### src/rtl/reg_rd_alt.sv
// reg_rd_alt: small FIFO whose read side steers popped words alternately
// to dout1 then dout2 (1-cycle read latency, registered outputs).
// Optional build macro REG_RD_ERR_FLAG_EN adds err_clr input and sticky
// ovf/udf error flags; without it, dropped writes and empty reads are silent.
module reg_rd_alt #(
    parameter int WIDTH = 16,
    parameter int DEPTH = 4
) (
    input  logic                     clk,
    input  logic                     rst,
    input  logic                     wr_en,
    input  logic [WIDTH-1:0]         wr_data,
    output logic                     wr_ready,
    input  logic                     rd_en,
    output logic [WIDTH-1:0]         dout1,
    output logic [WIDTH-1:0]         dout2,
    output logic                     vld1,
    output logic                     vld2,
    output logic                     empty,
    output logic                     full,
    output logic [$clog2(DEPTH):0]   count
`ifdef REG_RD_ERR_FLAG_EN
    ,
    input  logic                     err_clr,
    output logic                     ovf,
    output logic                     udf
`endif
);

    localparam int AW = $clog2(DEPTH);
    localparam int CW = AW + 1;

    typedef enum logic {SEL1, SEL2} sel_t;

    sel_t             state, next_state;
    logic [WIDTH-1:0] mem [DEPTH];
    logic [AW-1:0]    wp, rp;
    logic             rd_acc, wr_acc;
    logic             ld1, ld2;

    assign empty    = (count == '0);
    assign full     = (count == CW'(DEPTH));
    assign wr_ready = ~full | rd_en;
    assign rd_acc   = rd_en & ~empty;
    // Full + read frees the head slot this edge, so the write may land.
    assign wr_acc   = wr_en & (~full | rd_acc);

    // Storage array; contents need no reset.
    always_ff @(posedge clk) begin
        if (wr_acc)
            mem[wp] <= wr_data;
    end

    // Pointers and occupancy count.
    always_ff @(posedge clk or negedge rst) begin
        if (!rst) begin
            wp    <= '0;
            rp    <= '0;
            count <= '0;
        end else begin
            if (wr_acc)
                wp <= wp + AW'(1);
            if (rd_acc)
                rp <= rp + AW'(1);
            if (wr_acc && !rd_acc)
                count <= count + CW'(1);
            else if (rd_acc && !wr_acc)
                count <= count - CW'(1);
        end
    end

    // Steering state register.
    always_ff @(posedge clk or negedge rst) begin
        if (!rst)
            state <= SEL1;
        else
            state <= next_state;
    end

    // Next-state and output-load selection; toggles only on an accepted read.
    always_comb begin
        next_state = state;
        ld1        = 1'b0;
        ld2        = 1'b0;
        if (rd_acc) begin
            case (state)
                SEL1: begin
                    ld1        = 1'b1;
                    next_state = SEL2;
                end
                SEL2: begin
                    ld2        = 1'b1;
                    next_state = SEL1;
                end
                default: next_state = SEL1;
            endcase
        end
    end

    // Output data registers and one-cycle valid pulses.
    always_ff @(posedge clk or negedge rst) begin
        if (!rst) begin
            dout1 <= '0;
            dout2 <= '0;
            vld1  <= 1'b0;
            vld2  <= 1'b0;
        end else begin
            vld1 <= ld1;
            vld2 <= ld2;
            if (ld1)
                dout1 <= mem[rp];
            if (ld2)
                dout2 <= mem[rp];
        end
    end

`ifdef REG_RD_ERR_FLAG_EN
    logic ovf_set, udf_set;
    assign ovf_set = wr_en & full & ~rd_en;
    assign udf_set = rd_en & empty;

    // Sticky error flags; a set event beats a same-cycle clear.
    always_ff @(posedge clk or negedge rst) begin
        if (!rst) begin
            ovf <= 1'b0;
            udf <= 1'b0;
        end else begin
            if (ovf_set)
                ovf <= 1'b1;
            else if (err_clr)
                ovf <= 1'b0;
            if (udf_set)
                udf <= 1'b1;
            else if (err_clr)
                udf <= 1'b0;
        end
    end
`endif

endmodule
### config.mk
export PLATFORM = sky130hd
export DESIGN_NAME = reg_rd_alt
export DESIGN_NICKNAME = d
export VERILOG_FILES = /design/src/rtl/reg_rd_alt.sv
export SDC_FILE = /design/constraint.sdc
export NUM_CORES = 1
export LEC_CHECK = 0
export BUFFER_PORTS_ARGS = -buffer_cell sky130_fd_sc_hd__buf_2
export CAP_MARGIN = 20
export CELL_PAD_IN_SITES_DETAIL_PLACEMENT = 1
export CELL_PAD_IN_SITES_GLOBAL_PLACEMENT = 2
export CORE_MARGIN = 8
export CORE_UTILIZATION = 39
export DETAILED_ROUTE_END_ITERATION = 16
export PLACE_DENSITY = 0.77
export SYNTH_ARGS = -nofsm -noshare
export SYNTH_HDL_FRONTEND = slang
export SYNTH_SLANG_ARGS = --single-unit
### constraint.sdc
create_clock -name clk -period 2.4 [get_ports clk]
set_input_delay 0.12 -clock clk [delete_from_list [all_inputs] [get_ports clk]]
set_output_delay 0.12 -clock clk [all_outputs]
set_load 0.01 [all_outputs]
==> summary.md <==
| Metric | Value |
|---|---|
| Slew at the pin with the worst max-slew slack | 906.1 ps |
| Final setup fails | 0 |
| Die Ht | 118.6 microns |
| Cell depth of the worst setup path | 6 |
| Worst VDD drop | 506.8 uV |
| Synthesized area per cell | 21.05 sq um |
| Ys Warns | 0 |
| Core occupancy in the finished layout | 48.33% |
| WP buf/inv | 1 |
| Main combinational cell family by area after synthesis | multiplexers |
| Crit-path max cell delay | 500 ps |
| Yosys reg bits | 106 |
| Routed length per instance | 18.21 microns |
| Aggregate negative setup slack | 0 ps |
| Wirelength, routed | 7704 microns |
| DR vias/cell | 4.745 |
| RSZ-0062 raised after global routing | false |
| Hold Path Depth | 3 |
| Global-route wire length before repair | 12470 microns |
| DPL Wire Length | 5080 microns |
| Internal reg-to-reg setup slack | 150 ps |
| Share of post-route cells with drive strength above 1 | 45.99% |
| CP Cell Sequence | or4b_1 -> and2_4 -> ha_1 -> inv_1 -> fa_1 -> mux2_2 |
| Syn_nets | 221 |
| R2R depth | 6 |
| Hold crit path type | in -> reg |
| Worst Path Required | 2640 ps |
| RR Startpoint | count[2]$_DFFE_PN0P_ |
| CTS buffer count | 9 |
| Post-route DRC violation count | 0 |
| Worst Path Arrival | 2490 ps |
| CTS Buffer Depth | 2 |
| Via count | 2007 |
| Final Skew | 15.66 ps |
| Synth area leader | edfxtp_1 |
| Clock sink count | 106 |
| PortBufs | 59 |
| Global route overflow | 0 |
| Crit share post-route | 93.78% |
| Max Fclk | 0.4443 GHz |
| Clock Latency Late Sink | 360 ps |
| Reg clk slew, reported paths | 100 ps |
| Starting Density | 39.94% |
| Outcome | finished clean |
| Synth cell types | 28 |
| Synth Area in Compound Gates | 0.6400% |
| Final-report hold violation count | 0 |
| Pwr Density | 1226 nW/um^2 |
| Initial drt markers | 60 |
| Largest net degree at the start of global routing | 43 |
| Number of global-route vias before repair | 2226 |
| Antenna Violating Nets Remaining | 0 |
| Antenna violations before repair | 0 |
| Post-Synth XOR/XNOR Area | 1.676% |
| Synth top area share | 46.81% |
| Critical path's top delay family | simple AND/OR/NAND/NOR gates |
| Worst setup path class | reg -> reg |
| Row count | 37 |
| Layout area overhead | 21.00% |
| Total track usage | 11.49% |
| Ports | 60 |
| Origin of the worst min-delay path | wr_en |
| Mux share of post-synthesis cell area | 19.20% |
| Leakage power | 0.001979 uW |
| Fraction of the mapped netlist area in simple logic gates | 2.103% |
| Global placement routability congestion | 0.7164 |
| Ant. Diodes | 0 |
| Total power | 6089 uW |
| Seq/Total Area, Yosys | 72.42% |
| Die Wd | 118.6 microns |
| Layout Nets | 308 |
| Hold EP | wp[1]$_DFFE_PN0P_ |
| Max-slew violations | 0 |
| Synthesized area | 4105 sq um |
| Ranking of synthesized cells by area | edfxtp_1 (47%), dfrtp_1 (26%), mux2_2 (6.6%) |
| Crit-path max FO | 6 |
| Critical Path End Type | flip-flop |
| Drt pass-1 iters | 4 |
| Die area | 14060 sq um |
| FF-to-FF End | count[1]$_DFFE_PN0P_ |
| CTS tree | yes |
| CP max stage cell | or4b_1 |
| CP Launch Type | flip-flop |
| Core box area | 10280 sq um |
| Crit path time final | 2251 ps |
| Max Cap Viol | 0 |
| Post-Synthesis Cells | 195 |
| Slew Limit Headroom | 39.60% |
| Synth Area in Adders | 2.012% |
| Root Buffer | clkbuf_8 |
| H-Tree Depth | 3 |
power by group:
group	total [uW]	internal, uW	leakage [uW]	switching, uW
registers	2820	2540	0.00108	275
clock network	1130	524	0.000105	604
logic	2150	1130	0.000791	1020
total	6090	4190	0.00198	1900
worst min-delay path: cells and delay by family:
kind | cells | cell delay (ps)
AND/OR/NAND/NOR | 1 | 80
buffers and inverters | 1 | 130
AO/OA/AOI/OAI | 1 | 50
registers in the layout, summed over array words and instances (netlist names):
register,count
vld2,1
dout2,16
dout1,16
vld1,1
count,3
wp,2
mem,64
state,1
rp,2
area by class of cell:
type                       count  area [sq um]
inverter                       5         21.27
clock buffer                  10         137.6
tap                          136         170.2
sequential                   106          2973
clock inverter                 6         75.07
multi-input combinational     77          1052
timing repair buffer          83         538.0
fill                        1012          5310
routing by layer:
metal,vias to the layer above,wire [microns],global-route usage (%)
li1,928,-,-
met1,1030,3391,13.85
met2,39,3925,19.36
met3,10,239,2.523
met4,0,146,5.217
met5,-,0,0
cell usage in the layout (no fill, tap or decap), types with 2 or more instances in the layout:
master / instances
mux4_2: 10
clkinv_4: 3
buf_2: 59
buf_4: 6
dlygate4sd3_1: 17
inv_1: 4
xnor2_1: 4
clkbuf_8: 10
and3_1: 4
edfxtp_1: 64
xor2_1: 2
mux2_2: 24
dfrtp_1: 42
ha_1: 5
mux4_1: 6
mux2_4: 9
cells in the mapped netlist:
| master | count |
|---|---|
| and3_1 | 4 |
| o31a_4 | 1 |
| xor2_1 | 2 |
| dfrtp_1 | 42 |
| nand3_1 | 1 |
| nand2_1 | 1 |
| nor3b_1 | 1 |
| nand2_2 | 1 |
| edfxtp_1 | 64 |
| mux2_4 | 9 |
| mux2_2 | 24 |
| nor2_4 | 1 |
| inv_1 | 4 |
| or4b_1 | 1 |
| fa_1 | 1 |
| mux4_2 | 10 |
| o21ai_2 | 1 |
| and2_4 | 1 |
| mux4_1 | 6 |
| xnor2_2 | 1 |
| buf_2 | 2 |
| buf_6 | 4 |
| nor2_1 | 1 |
| clkbuf_1 | 1 |
| inv_4 | 1 |
| ha_1 | 5 |
| xnor2_1 | 4 |
| nor3_1 | 1 |
logic make-up after synthesis:
group,Yosys count
compound gates,2
xor+xnor,7
fa+ha+maj,6
buf+inv,12
flops,106
mux,49
simple gates,13
stage by stage:
step	cell area [sq um]	instances	worst slack, ps	hold slack, ps
6_report	4967	423	149.3	66.97
3_3_place_gp	4557	389	224.8	319.6
5_1_grt	4967	423	30.40	91.59
3_5_place_dp	4557	389	180.6	338.5
4_1_cts	4940	422	135.8	53.99
2_1_floorplan	4105	195	17.93	-175.6
what timing repair did:
item / in CTS / in global routing
resized for setup: 0 / 0
hold buffers: 17 / 0
endpoints found under the hold margin: 106 / 0
buffers inserted: 0 / 0
worst max path at each step:
stage | startpoint | end | slack [ps]
floorplan | count[0]$_DFFE_PN0P_ | count[1]$_DFFE_PN0P_ | 20
global placement | count[2]$_DFFE_PN0P_ | count[1]$_DFFE_PN0P_ | 220
detailed placement | count[2]$_DFFE_PN0P_ | count[1]$_DFFE_PN0P_ | 180
CTS | count[2]$_DFFE_PN0P_ | count[1]$_DFFE_PN0P_ | 140
global route | count[2]$_DFFE_PN0P_ | count[1]$_DFFE_PN0P_ | 30
finish | count[2]$_DFFE_PN0P_ | count[1]$_DFFE_PN0P_ | 150
No activity file was read; power rests on OpenSTA's default activity.
